### src/rtl/multicycle_ctrl_pkg.sv
// Shared RV32I controller definitions: state and class encodings, opcode constants,
// and write-back mux select codes.
package multicycle_ctrl_pkg;

  typedef enum logic [2:0] {
    ST_FETCH   = 3'd0,
    ST_DECODE  = 3'd1,
    ST_EXECUTE = 3'd2,
    ST_MEM     = 3'd3,
    ST_WB      = 3'd4,
    ST_TRAP    = 3'd5
  } state_e;

  // CLS_ALU is the reset value; LUI/AUIPC/OP/OP-IMM all write the ALU result.
  typedef enum logic [2:0] {
    CLS_ALU    = 3'd0,
    CLS_JUMP   = 3'd1,
    CLS_BRANCH = 3'd2,
    CLS_LOAD   = 3'd3,
    CLS_STORE  = 3'd4
  } iclass_e;

  localparam logic [6:0] OPC_LUI    = 7'b0110111;
  localparam logic [6:0] OPC_AUIPC  = 7'b0010111;
  localparam logic [6:0] OPC_JAL    = 7'b1101111;
  localparam logic [6:0] OPC_JALR   = 7'b1100111;
  localparam logic [6:0] OPC_BRANCH = 7'b1100011;
  localparam logic [6:0] OPC_LOAD   = 7'b0000011;
  localparam logic [6:0] OPC_STORE  = 7'b0100011;
  localparam logic [6:0] OPC_OPIMM  = 7'b0010011;
  localparam logic [6:0] OPC_OP     = 7'b0110011;

  localparam logic [1:0] WB_ALU  = 2'b00;
  localparam logic [1:0] WB_LOAD = 2'b01;
  localparam logic [1:0] WB_PC4  = 2'b10;

  function automatic logic cls_writes_rf(input iclass_e c);
    return !(c == CLS_BRANCH || c == CLS_STORE);
  endfunction

endpackage

### src/rtl/multicycle_ctrl_if.sv
// Handshake and control bundle between the multicycle controller (master) and the
// datapath / memories (slave).
interface multicycle_ctrl_if #(
  parameter int W_INSTRET = 32
);
  logic [6:0]           opcode;
  logic                 jump;
  logic                 imem_ack;
  logic                 dmem_ack;
  logic                 imem_req;
  logic                 ir_we;
  logic                 dmem_req;
  logic                 dmem_we;
  logic                 rf_we;
  logic [1:0]           wb_sel;
  logic                 pc_we;
  logic                 pc_sel;
  logic                 retire;
  logic [W_INSTRET-1:0] instret;
  logic                 trap;
  logic [2:0]           state;

  modport master (
    input  opcode, jump, imem_ack, dmem_ack,
    output imem_req, ir_we, dmem_req, dmem_we, rf_we, wb_sel,
           pc_we, pc_sel, retire, instret, trap, state
  );

  modport slave (
    output opcode, jump, imem_ack, dmem_ack,
    input  imem_req, ir_we, dmem_req, dmem_we, rf_we, wb_sel,
           pc_we, pc_sel, retire, instret, trap, state
  );
endinterface

### src/rtl/multicycle_ctrl_opcode_class.sv
// Combinational opcode classifier: maps the 7-bit major opcode to an instruction
// class and flags opcodes outside the supported RV32I base set.
module opcode_class
  import multicycle_ctrl_pkg::*;
(
  input  logic [6:0] i_opcode,
  output iclass_e    o_class,
  output logic       o_legal
);

  always_comb begin
    o_class = CLS_ALU;
    o_legal = 1'b1;
    case (i_opcode)
      OPC_LUI, OPC_AUIPC, OPC_OP, OPC_OPIMM: o_class = CLS_ALU;
      OPC_JAL, OPC_JALR:                     o_class = CLS_JUMP;
      OPC_BRANCH:                            o_class = CLS_BRANCH;
      OPC_LOAD:                              o_class = CLS_LOAD;
      OPC_STORE:                             o_class = CLS_STORE;
      default:                               o_legal = 1'b0;
    endcase
  end

endmodule

### src/rtl/multicycle_ctrl.sv
// Multicycle RV32I sequencing controller: FETCH/DECODE/EXECUTE/MEM/WB with a sticky
// illegal-opcode TRAP state and a retired-instruction counter.
module multicycle_ctrl
  import multicycle_ctrl_pkg::*;
#(
  parameter int W_INSTRET = 32
) (
  input logic                clk,
  input logic                rst,
  multicycle_ctrl_if.master  bus
);

  state_e                r_state;
  state_e                w_next;
  iclass_e               r_class;
  iclass_e               w_dec_class;
  logic                  w_dec_legal;
  logic                  r_taken;
  logic                  r_trap;
  logic [W_INSTRET-1:0]  r_instret;

  logic       w_imem_req, w_ir_we, w_dmem_req, w_dmem_we;
  logic       w_rf_we, w_pc_we, w_pc_sel, w_retire;
  logic [1:0] w_wb_sel;

  opcode_class u_opcode_class (
    .i_opcode (bus.opcode),
    .o_class  (w_dec_class),
    .o_legal  (w_dec_legal)
  );

  always_ff @(posedge clk) begin
    if (rst) begin
      r_state   <= ST_FETCH;
      r_class   <= CLS_ALU;
      r_taken   <= 1'b0;
      r_trap    <= 1'b0;
      r_instret <= '0;
    end else begin
      r_state <= w_next;
      if (r_state == ST_DECODE) begin
        r_class <= w_dec_class;
        if (!w_dec_legal) r_trap <= 1'b1;
      end
      if (r_state == ST_EXECUTE) r_taken   <= bus.jump;
      if (r_state == ST_WB)      r_instret <= r_instret + 1'b1;
    end
  end

  // Outputs depend only on registered state/class, except ir_we which follows imem_ack.
  always_comb begin
    w_next     = r_state;
    w_imem_req = 1'b0;
    w_ir_we    = 1'b0;
    w_dmem_req = 1'b0;
    w_dmem_we  = 1'b0;
    w_rf_we    = 1'b0;
    w_wb_sel   = WB_ALU;
    w_pc_we    = 1'b0;
    w_pc_sel   = 1'b0;
    w_retire   = 1'b0;
    case (r_state)
      ST_FETCH: begin
        w_imem_req = 1'b1;
        if (bus.imem_ack) begin
          w_ir_we = 1'b1;
          w_next  = ST_DECODE;
        end
      end
      ST_DECODE:  w_next = w_dec_legal ? ST_EXECUTE : ST_TRAP;
      ST_EXECUTE: w_next = (r_class == CLS_LOAD || r_class == CLS_STORE) ? ST_MEM : ST_WB;
      ST_MEM: begin
        w_dmem_req = 1'b1;
        w_dmem_we  = (r_class == CLS_STORE);
        if (bus.dmem_ack) w_next = ST_WB;
      end
      ST_WB: begin
        w_pc_we  = 1'b1;
        w_pc_sel = r_taken;
        w_retire = 1'b1;
        w_rf_we  = cls_writes_rf(r_class);
        if (r_class == CLS_JUMP)      w_wb_sel = WB_PC4;
        else if (r_class == CLS_LOAD) w_wb_sel = WB_LOAD;
        w_next   = ST_FETCH;
      end
      ST_TRAP: w_next = ST_TRAP;
      default: w_next = ST_FETCH;
    endcase
  end

  // While rst is high every output reads as idle, so nothing leaks from the old state.
  assign bus.imem_req = w_imem_req & ~rst;
  assign bus.ir_we    = w_ir_we    & ~rst;
  assign bus.dmem_req = w_dmem_req & ~rst;
  assign bus.dmem_we  = w_dmem_we  & ~rst;
  assign bus.rf_we    = w_rf_we    & ~rst;
  assign bus.wb_sel   = rst ? 2'b00 : w_wb_sel;
  assign bus.pc_we    = w_pc_we    & ~rst;
  assign bus.pc_sel   = w_pc_sel   & ~rst;
  assign bus.retire   = w_retire   & ~rst;
  assign bus.trap     = r_trap     & ~rst;
  assign bus.instret  = rst ? '0 : r_instret;
  assign bus.state    = rst ? ST_FETCH : r_state;

endmodule

### src/flat_wrapper.sv
// flat-port wrapper written by rule: the top's interface ports become plain ports
module multicycle_ctrl_flat import multicycle_ctrl_pkg::*;
#(
  parameter int W_INSTRET = 32
)
  (clk, rst, bus_opcode, bus_jump, bus_imem_ack, bus_dmem_ack, bus_imem_req, bus_ir_we, bus_dmem_req, bus_dmem_we, bus_rf_we, bus_wb_sel, bus_pc_we, bus_pc_sel, bus_retire, bus_instret, bus_trap, bus_state);
  multicycle_ctrl_if #(.W_INSTRET(W_INSTRET)) bus_i ();
  input logic clk;
  input logic rst;
  input wire logic [$bits(bus_i.opcode)-1:0] bus_opcode;
  input wire logic [$bits(bus_i.jump)-1:0] bus_jump;
  input wire logic [$bits(bus_i.imem_ack)-1:0] bus_imem_ack;
  input wire logic [$bits(bus_i.dmem_ack)-1:0] bus_dmem_ack;
  output wire logic [$bits(bus_i.imem_req)-1:0] bus_imem_req;
  output wire logic [$bits(bus_i.ir_we)-1:0] bus_ir_we;
  output wire logic [$bits(bus_i.dmem_req)-1:0] bus_dmem_req;
  output wire logic [$bits(bus_i.dmem_we)-1:0] bus_dmem_we;
  output wire logic [$bits(bus_i.rf_we)-1:0] bus_rf_we;
  output wire logic [$bits(bus_i.wb_sel)-1:0] bus_wb_sel;
  output wire logic [$bits(bus_i.pc_we)-1:0] bus_pc_we;
  output wire logic [$bits(bus_i.pc_sel)-1:0] bus_pc_sel;
  output wire logic [$bits(bus_i.retire)-1:0] bus_retire;
  output wire logic [$bits(bus_i.instret)-1:0] bus_instret;
  output wire logic [$bits(bus_i.trap)-1:0] bus_trap;
  output wire logic [$bits(bus_i.state)-1:0] bus_state;
  assign bus_i.opcode = bus_opcode;
  assign bus_i.jump = bus_jump;
  assign bus_i.imem_ack = bus_imem_ack;
  assign bus_i.dmem_ack = bus_dmem_ack;
  assign bus_imem_req = bus_i.imem_req;
  assign bus_ir_we = bus_i.ir_we;
  assign bus_dmem_req = bus_i.dmem_req;
  assign bus_dmem_we = bus_i.dmem_we;
  assign bus_rf_we = bus_i.rf_we;
  assign bus_wb_sel = bus_i.wb_sel;
  assign bus_pc_we = bus_i.pc_we;
  assign bus_pc_sel = bus_i.pc_sel;
  assign bus_retire = bus_i.retire;
  assign bus_instret = bus_i.instret;
  assign bus_trap = bus_i.trap;
  assign bus_state = bus_i.state;
  multicycle_ctrl #(.W_INSTRET(W_INSTRET)) u_core (.clk(clk), .rst(rst), .bus(bus_i));
endmodule
### config.mk
export PLATFORM = sky130hd
export DESIGN_NAME = multicycle_ctrl_flat
export DESIGN_NICKNAME = d
export VERILOG_FILES = /design/src/rtl/multicycle_ctrl_pkg.sv /design/src/rtl/multicycle_ctrl_if.sv /design/src/rtl/multicycle_ctrl_opcode_class.sv /design/src/rtl/multicycle_ctrl.sv /design/src/flat_wrapper.sv
export SDC_FILE = /design/constraint.sdc
export NUM_CORES = 1
export LEC_CHECK = 0
export CAP_MARGIN = 20
export CORE_MARGIN = 2
export CORE_UTILIZATION = 55
export CTS_CLUSTER_DIAMETER = 100
export DETAILED_ROUTE_END_ITERATION = 10
export DONT_BUFFER_PORTS = 1
export PLACE_DENSITY = 0.7
export RECOVER_POWER = 50
export SYNTH_ARGS = -nofsm -noshare
export SYNTH_HDL_FRONTEND = slang
export SYNTH_HIERARCHICAL = 1
export SYNTH_SLANG_ARGS = --single-unit
### constraint.sdc
create_clock -name clk -period 2.9 [get_ports clk]
set_clock_uncertainty 0.1 [all_clocks]
set_input_delay 0.145 -clock clk [delete_from_list [all_inputs] [get_ports clk]]
set_output_delay 0.145 -clock clk [all_outputs]
set_load 0.02 [all_outputs]
==> out/qor.txt, run 1 <==
CTS buffer count - 5
syn nets - 287
Worst EP arrival - 2.11 ns
Netlist cell types - 44
most used flip-flop cell after synthesis - dfxtp_1
Hold Vio Cnt, Final - 0
drt pass-1 iters - 4
crit-path cells - or3b_1 > nor2_1 > nor4bb_1 > buf_4
Reg power frac - 56.1%
gr usage total - 20.12%
Total Wirelength - 4415 um
Async S/R FF share, synth - 0%
minimum clock period - 2.354 ns
CTS tree - built
CTS sink cnt - 40
unrepaired setup endpoints after global routing - no
area of the mapped netlist - 2240 um2
post-detail-place hpwl - 2992 um
Die Y-Extent - 67.81 um
WL per Instance - 13.50 um
area leader, netlist - dfxtp_1
CP delay by family, top - simple AND/OR/NAND/NOR gates
drt initial violations - 64
Worst setup EP type - output pin
CP bufs+invs - 1
outcome - finished, final reports clean
drc violations - 0
CP Max Fanout - 10
first-pass GRT wire length - 7017 um
Worst slew margin - 54.08%
Max-cap violations - 0
Die ar. - 4598 um2
Hold Crit Class - in -> reg
Area after DPL - 2268 um2
htree depth - 2
Worst path slowest cell - or3b_1
design area - 2409 um2
row count - 23
maximum vdd drop - 281.6 uV
critical path class - reg -> out
initial antenna violation count - 0
WHS - 0.02616 ns
Diodes inserted - 0
LEAKAGE - 0.8840 nW
Placer Congestion - 0.8162
Clock Pin Slew Worst Setup and Hold Paths - 0.07 ns
I/O Pins - 58
commonest non-fill, non-tap cell in the layout - nor2_1
GRT overflow - 0
CTS max path bufs - 2
Synth Register Bits - 40
Post-Place Setup Slack - 0.6185 ns
Psw - 229.7 uW
Syn. warnings - 6
fin crit share - 81.16%
largest net degree at the start of global routing - 41
Floorplan Core Area - 3971 um2
Clk network pwr share - 37.5%
Avg Cell Area, Syn - 8.174 um2
clock network latency to the later pin of the worst-skew pair - 0.29 ns
Area Growth Syn to Fin - 7.542%
Vias - 1798
overall power - 1.005 mW
final worst setup slack - 0.5463 ns
top post-synthesis cells by area - dfxtp_1 (36%), nor2b_1 (9.5%), xor2_1 (7.8%), nor2_1 (7.2%), nand2_1 (3.5%)
Critical Path Start Type - register
Synth top area share - 35.75%
fraction of layout cells with a size suffix above 1 - 7.942%
Combinational Power Share - 6.4%
Vias/cell - 5.498
die width - 67.81 um
Fmax - 424.9 MHz
TNS Setup - 0 ns
Gate Count Post-Synth - 274
commonest cells after routing, fill and taps aside - nor2_1 (43), dfxtp_1 (40), nor2b_1 (34)
Initial Util - 56.40%
register area share after synthesis - 35.75%
root buffer cell - clkbuf_8
final setup vio count - 0
Final ANT Viol Nets - 0
worst slew pin tran - 0.6873 ns
vias in the first global route - 1565
number of port buffers - 0
Power Dens Cells - 417.3 nW/um2
Post-synth EDFFs - 0
Required @ worst endpoint - 2.65 ns
largest stage delay on the critical path - 0.52 ns
Power Internal - 775.4 uW
Final Max Slew Viols - 0
switching share of power - 22.86%
layout net count - 289
[state kept, by name, summed over array words and instances (netlist names)]
| name | count |
|---|---|
| u_core/r_instret | 32 |
| u_core/r_class | 3 |
| u_core/r_state | 3 |
| u_core/r_taken | 1 |
| u_core/r_trap | 1 |
[cells in the mapped netlist (all sizes together), types with 6 or more instances]
| library cell | number |
|---|---|
| clkbuf | 8 |
| dfxtp | 40 |
| xnor2 | 6 |
| and2 | 6 |
| nand2 | 21 |
| xor2 | 20 |
| nor3b | 6 |
| nor3 | 6 |
| nand3 | 12 |
| a21oi | 6 |
| o21ai | 6 |
| nor2 | 43 |
| nor2b | 34 |
| and4 | 6 |
| nand4 | 10 |
[what timing repair did]
action	4_1_cts	5_1_grt
hold endpoints to repair	40	0
gates resized for setup	0	0
setup buffers	0	0
hold buffers	4	0
[worst reg2reg max path, delay by kind of cell (launching register included)]
kind | cells | cell delay, ns
multiplexers | 1 | 0.35
flip-flops | 1 | 0.48
AND/OR/NAND/NOR | 4 | 1.26
[per-layer routing]
metal / vias up / part of all wire, % / track usage [%]
li1: 938 / - / -
met5: - / 0 / 0
met2: 39 / 42 / 30.64
met1: 815 / 51 / 27.20
met4: 0 / 1.2 / 6.750
met3: 6 / 6.3 / 6.086
[cell families after synthesis]
group                    Yosys count  synth area share, %
flip-flops                        40                35.75
XOR/XNOR                          26                10.17
buffers and inverters             17                3.519
adder cells (fa/ha/maj)            1               0.5586
AND/OR/NAND/NOR                  165                41.96
AO/OA/AOI/OAI                     19                5.252
multiplexers                       6                2.793
[power groups by stage]
stage          Sequential [mW]  Combinational (mW)  Clock [mW]
6_report                 0.564              0.0641       0.377
3_3_place_gp             0.576              0.0497           0
4_1_cts                  0.564              0.0646       0.390
3_5_place_dp             0.577              0.0498           0
2_1_floorplan            0.571              0.0633           0
5_1_grt                  0.565              0.0708       0.415
[path summary, 6_finish.rpt]
kind	end	depth (start not counted)	slack (ns)	from
max	bus_wb_sel[1]	4	0.55	u_core/r_state[2]$_SDFFE_PP0P_
min	u_core/r_state[0]$_SDFFE_PP0P_	3	0.03	bus_dmem_ack
max reg2reg	u_core/r_instret[31]$_SDFFE_PP0N_	5	0.61	u_core/r_state[2]$_SDFFE_PP0P_
min reg2reg	u_core/r_trap$_SDFFE_PP0P_	2	0.37	u_core/r_trap$_SDFFE_PP0P_
[area by class of cell]
cell class	count	area (um2)
Multi-Input combinational cell	217	1360
Fill cell	366	1563
Clock buffer	8	90.09
Tap cell	50	62.56
Inverter	4	15.01
Timing Repair Buffer	8	80.08
Sequential cell	40	800.8
[through the flow]
stage | utilization [%] | std cells
6_report | 60.65 | 327
5_1_grt | 60.65 | 327
4_1_cts | 60.65 | 327
3_5_place_dp | 57.12 | 315
3_3_place_gp | 57.12 | 315
2_1_floorplan | - | 274
Note: power is estimated with default switching activity, not from simulation.
==> run 2: changes to the inputs <==
==> constraint.sdc (replaced) <==
create_clock -name clk -period 2.4 [get_ports clk]
set_clock_uncertainty 0.1 [all_clocks]
set_input_delay 0.12 -clock clk [delete_from_list [all_inputs] [get_ports clk]]
set_output_delay 0.12 -clock clk [all_outputs]
set_load 0.02 [all_outputs]
==> out/qor.txt, run 2 (same netlist as run 1, synthesis figures left out) <==
TNS Setup - 0 ns (unchanged)
Hold Crit Class - in -> reg (unchanged)
initial antenna violation count - 0 (unchanged)
fillcell total - 367 (was 366)
Die ar. - 4598 um2 (unchanged)
drt pass-1 iters - 4 (unchanged)
die width - 67.81 um (unchanged)
vias in the first global route - 1687 (was 1565)
R2R Setup Slk - 0.35 ns (was 0.61 ns)
top flop regs - u_core/r_instret: 32 flops, u_core/r_class: 3 flops, u_core/r_state: 3 flops (unchanged)
CTS max path bufs - 2 (unchanged)
Floorplan Core Area - 3971 um2 (unchanged)
Final ANT Viol Nets - 0 (unchanged)
WL per Instance - 14.00 um (was 13.50 um)
r2r endpoint - u_core/r_instret[20]$_SDFFE_PP0N_ (was u_core/r_instret[31]$_SDFFE_PP0N_)
design area - 2447 um2 (was 2409 um2)
Die Y-Extent - 67.81 um (unchanged)
Power Dens Cells - 508.1 nW/um2 (was 417.3 nW/um2)
Clock Pin Slew Worst Setup and Hold Paths - 0.07 ns (about the same)
clock network latency to the later pin of the worst-skew pair - 0.29 ns (about the same)
Largest register FFs - 32 (unchanged)
CP delay by family, top - simple AND/OR/NAND/NOR gates (unchanged)
WHS - 0.007852 ns (was 0.02616 ns)
R2R Path Start - u_core/r_state[2]$_SDFFE_PP0P_ (unchanged)
CTS tree - built (unchanged)
Final Max Slew Viols - 0 (unchanged)
root buffer cell - clkbuf_8 (unchanged)
unrepaired setup endpoints after global routing - no (unchanged)
Worst EP arrival - 1.97 ns (was 2.11 ns)
Worst setup EP type - output pin (unchanged)
final setup vio count - 0 (unchanged)
Initial Util - 56.40% (unchanged)
LEAKAGE - 0.9037 nW (was 0.8840 nW)
Post-CTS Setup Inserts - 0 (unchanged)
Vias - 1855 (was 1798)
maximum vdd drop - 309.0 uV (was 281.6 uV)
overall power - 1.243 mW (was 1.005 mW)
CP Max Fanout - 7 (was 10)
fraction of layout cells with a size suffix above 1 - 8.511% (was 7.942%)
first-pass GRT wire length - 7583 um (was 7017 um)
drt initial violations - 119 (was 64)
htree depth - 2 (unchanged)
CP bufs+invs - 1 (unchanged)
Diodes inserted - 0 (unchanged)
largest net degree at the start of global routing - 41 (unchanged)
Hold Path Origin - rst (was bus_dmem_ack)
R2R depth - 6 (was 5)
drc violations - 0 (unchanged)
post-detail-place hpwl - 3121 um (was 2992 um)
row count - 23 (unchanged)
Total Wirelength - 4647 um (was 4415 um)
Critical Path Start Type - register (unchanged)
critical path class - reg -> out (unchanged)
Worst Hold End - u_core/r_instret[28]$_SDFFE_PP0N_ (was u_core/r_state[0]$_SDFFE_PP0P_)
Area after DPL - 2306 um2 (was 2268 um2)
multi-input gate area in the final layout - 1360 um2 (unchanged)
Largest Register - u_core/r_instret (unchanged)
crit path launch - u_core/r_state[2]$_SDFFE_PP0P_ (unchanged)
layout net count - 295 (was 289)
commonest non-fill, non-tap cell in the layout - nor2_1 (unchanged)
largest stage delay on the critical path - 0.50 ns (was 0.52 ns)
hold path depth - 3 (unchanged)
Max-cap violations - 0 (unchanged)
Fmax - 457.5 MHz
Required @ worst endpoint - 2.18 ns (was 2.65 ns)
GRT overflow - 0 (unchanged)
worst slew pin tran - 0.6642 ns (was 0.6873 ns)
Reg area - 800.8 um2 (unchanged)
fin crit share - 91.07%
outcome - finished, final reports clean (unchanged)
I/O Pins - 58 (unchanged)
CTS sink cnt - 40 (unchanged)
commonest cells after routing, fill and taps aside - nor2_1 (43), dfxtp_1 (40), nor2b_1 (34) (unchanged)
minimum clock period - 2.186 ns
gr usage total - 21.84% (was 20.12%)
number of port buffers - 0 (unchanged)
Vias/cell - 5.587 (was 5.498)
Hold Vio Cnt, Final - 0 (unchanged)
Worst path slowest cell - or3b_1 (unchanged)
CTS buffer count - 5 (unchanged)
fin util - 61.63% (was 60.65%)
Placer Congestion - 0.7693 (was 0.8162)
Area Growth Syn to Fin - 9.274% (was 7.542%)
crit-path cells - or3b_1 > nor2_1 > nor4bb_1 > buf_4 (unchanged)
Worst slew margin - 55.62% (was 54.08%)
-- run 2: repair_timing --
item                       CTS  global route
hold endpoints to repair    40             0
setup endpoints to repair    0             0
resized for setup            0             0
hold buffers                 5             0
-- run 2: metal layers --
metal	global-route usage, %	part of all wire, %	routed length [um]
met1	29.59	48	2210
met2	33.46	46	2118
met3	4.605	4.9	229
met4	9.750	1.9	89
met5	0	0	0
-- run 2: how the worst max path moves through the flow --
stage,endpoint,slack [ns],cells after the start
after CTS,bus_wb_sel[1],0.21,4
after floorplan,bus_wb_sel[1],0.06,5
after global placement,u_core/r_instret[31]$_SDFFE_PP0N_,0.42,5
final,bus_wb_sel[1],0.21,4
after detailed placement,u_core/r_instret[20]$_SDFFE_PP0N_,0.34,6
after global routing,bus_wb_sel[1],0.13,4
-- run 2: worst reg2reg max path, delay by kind of cell (launching register included) --
kind / cells / cell delay [ns]
and+or+nand+nor: 4 / 0.98
muxes: 1 / 0.34
DFF: 1 / 0.33
buffers and inverters: 1 / 0.19
-- run 2: layout make-up --
| cell class | instances | area share (%) |
|---|---|---|
| multi-input cells | 217 | 55.57 |
| repair buffers | 14 | 4.601 |
| flip-flops and latches | 40 | 32.72 |
| clock buffers | 7 | 3.937 |
| well taps | 50 | 2.556 |
| inverters | 4 | 0.6135 |
-- run 2: power breakdown --
group          internal [mW]  switching (mW)  total, mW
Sequential             0.670         0.00481      0.675
Combinational         0.0334          0.0533     0.0867
Clock                  0.256           0.226      0.482
-- run 2: through the flow --
step | cells | setup slack [ns]
2_1_floorplan | 274 | 0.05700
3_3_place_gp | 320 | 0.4171
3_5_place_dp | 320 | 0.3397
4_1_cts | 332 | 0.2137
5_1_grt | 332 | 0.1310
6_report | 332 | 0.2142
==> run 3: changes to the inputs <==
==> constraint.sdc (replaced) <==
create_clock -name clk -period 2.8 [get_ports clk]
set_clock_uncertainty 0.1 [all_clocks]
set_input_delay 0.14 -clock clk [delete_from_list [all_inputs] [get_ports clk]]
set_output_delay 0.14 -clock clk [all_outputs]
set_load 0.02 [all_outputs]
==> out/qor.txt, run 3 (same netlist as run 1, synthesis figures left out) <==
outcome - finished, final reports clean (unchanged)
Vias - 1824 (was 1855)
Placer Congestion - 0.8161 (was 0.7693)
fraction of layout cells with a size suffix above 1 - 7.942% (was 8.511%)
initial antenna violation count - 0 (unchanged)
Area Growth Syn to Fin - 7.542% (was 9.274%)
drt pass-1 iters - 4 (unchanged)
post-detail-place hpwl - 2975 um (was 3121 um)
CTS max path bufs - 2 (unchanged)
largest stage delay on the critical path - 0.52 ns (was 0.50 ns)
WL per Instance - 13.57 um (was 14.00 um)
final setup vio count - 0 (unchanged)
Vias/cell - 5.578 (was 5.587)
CP delay by family, top - simple AND/OR/NAND/NOR gates (unchanged)
worst slew pin tran - 0.7081 ns (was 0.6642 ns)
Diodes inserted - 0 (unchanged)
vias in the first global route - 1666 (was 1687)
root buffer cell - clkbuf_8 (unchanged)
Worst EP arrival - 2.07 ns (was 1.97 ns)
I/O Pins - 58 (unchanged)
Die Y-Extent - 67.81 um (unchanged)
Hold Vio Cnt, Final - 0 (unchanged)
Cells after DPL - 315 (was 320)
Max-cap violations - 0 (unchanged)
maximum vdd drop - 308.3 uV (was 309.0 uV)
Largest register FFs - 32 (unchanged)
Power Dens Cells - 431.7 nW/um2 (was 508.1 nW/um2)
die width - 67.81 um (unchanged)
Total Wirelength - 4438 um (was 4647 um)
htree depth - 2 (unchanged)
number of gates resized after CTS - 0 (unchanged)
Largest Register - u_core/r_instret (unchanged)
top flop regs - u_core/r_instret: 32 flops, u_core/r_class: 3 flops, u_core/r_state: 3 flops (unchanged)
Die ar. - 4598 um2 (unchanged)
overall power - 1.040 mW (was 1.243 mW)
CP bufs+invs - 1 (unchanged)
Critical Path Start Type - register (unchanged)
gr usage total - 20.58% (was 21.84%)
drc violations - 0 (unchanged)
first-pass GRT wire length - 7251 um (was 7583 um)
Post-CTS Setup Inserts - 0 (unchanged)
Worst slew margin - 52.69% (was 55.62%)
unrepaired setup endpoints after global routing - no (unchanged)
row count - 23 (unchanged)
Hold Crit Class - in -> reg (unchanged)
minimum clock period - 2.313 ns
CTS sink cnt - 40 (unchanged)
number of port buffers - 0 (unchanged)
Initial Util - 56.40% (unchanged)
Final Max Slew Viols - 0 (unchanged)
LEAKAGE - 0.8840 nW (was 0.9037 nW)
Required @ worst endpoint - 2.56 ns (was 2.18 ns)
Hold Buf Count CTS - 4 (was 5)
Non-Filler Instances - 327 (was 332)
commonest non-fill, non-tap cell in the layout - nor2_1 (unchanged)
commonest cells after routing, fill and taps aside - nor2_1 (43), dfxtp_1 (40), nor2b_1 (34) (unchanged)
critical path class - reg -> out (unchanged)
Floorplan Core Area - 3971 um2 (unchanged)
CTS buffer count - 5 (unchanged)
Worst setup EP type - output pin (unchanged)
drt initial violations - 87 (was 119)
fin crit share - 82.61%
Clock Pin Slew Worst Setup and Hold Paths - 0.07 ns (about the same)
GRT overflow - 0 (unchanged)
CTS tree - built (unchanged)
clock network latency to the later pin of the worst-skew pair - 0.29 ns (about the same)
TNS Setup - 0 ns (unchanged)
CP Max Fanout - 10 (was 7)
Fmax - 432.3 MHz
largest net degree at the start of global routing - 41 (unchanged)
crit-path cells - or3b_1 > nor2_1 > nor4bb_1 > buf_4 (unchanged)
Worst path slowest cell - or3b_1 (unchanged)
layout net count - 289 (was 295)
Final ANT Viol Nets - 0 (unchanged)
[run 3: per-layer routing]
metal	wire length [um]	vias to the layer above	global-route usage, %
met4	57	0	6.750
met2	1881	42	31.86
met5	0	-	0
li1	-	934	-
met1	2230	841	27.43
met3	270	7	6.250
[run 3: cell type report]
cell class / count / area (um2)
sequential: 40 / 800.8
timing repair buffer: 8 / 80.08
tap: 50 / 62.56
multi-input combinational: 217 / 1360
clock buffer: 8 / 90.09
fill: 369 / 1563
inverter: 4 / 15.01
[run 3: where the power goes]
part	total (mW)	leakage, nW	internal [mW]	switching (mW)
sequential	0.584	0.323	0.574	0.00962
clock	0.389	0.0455	0.201	0.188
combinational	0.0665	0.516	0.0279	0.0385
[run 3: worst paths after layout]
kind	depth (start not counted)	to	start	slack, ns
setup / recovery	4	bus_wb_sel[1]	u_core/r_state[2]$_SDFFE_PP0P_	0.49
hold / removal	3	u_core/r_state[0]$_SDFFE_PP0P_	bus_dmem_ack	0.02
setup reg to reg	5	u_core/r_instret[28]$_SDFFE_PP0N_	u_core/r_state[2]$_SDFFE_PP0P_	0.51
hold reg to reg	2	u_core/r_trap$_SDFFE_PP0P_	u_core/r_trap$_SDFFE_PP0P_	0.37
[run 3: worst reg2reg max path, cell delays in order, from the launching register on]
cell	delay (ns)
dfxtp_1	0.46
or3b_1	0.52
nor3_4	0.46
nand3_4	0.15
or4_1	0.49
nand2_1	0.07
[run 3: stage by stage]
step	hold slack [ns]	util (%)	instance area [um2]	setup slack, ns
finish	0.01663	60.65	2409	0.4869
detailed placement	0.1181	57.12	2268	0.5176
CTS	0.01255	60.65	2409	0.4654
global placement	0.1162	57.12	2268	0.5764
floorplan	0.1868	-	2240	0.4370
global route	0.01846	60.65	2409	0.3511
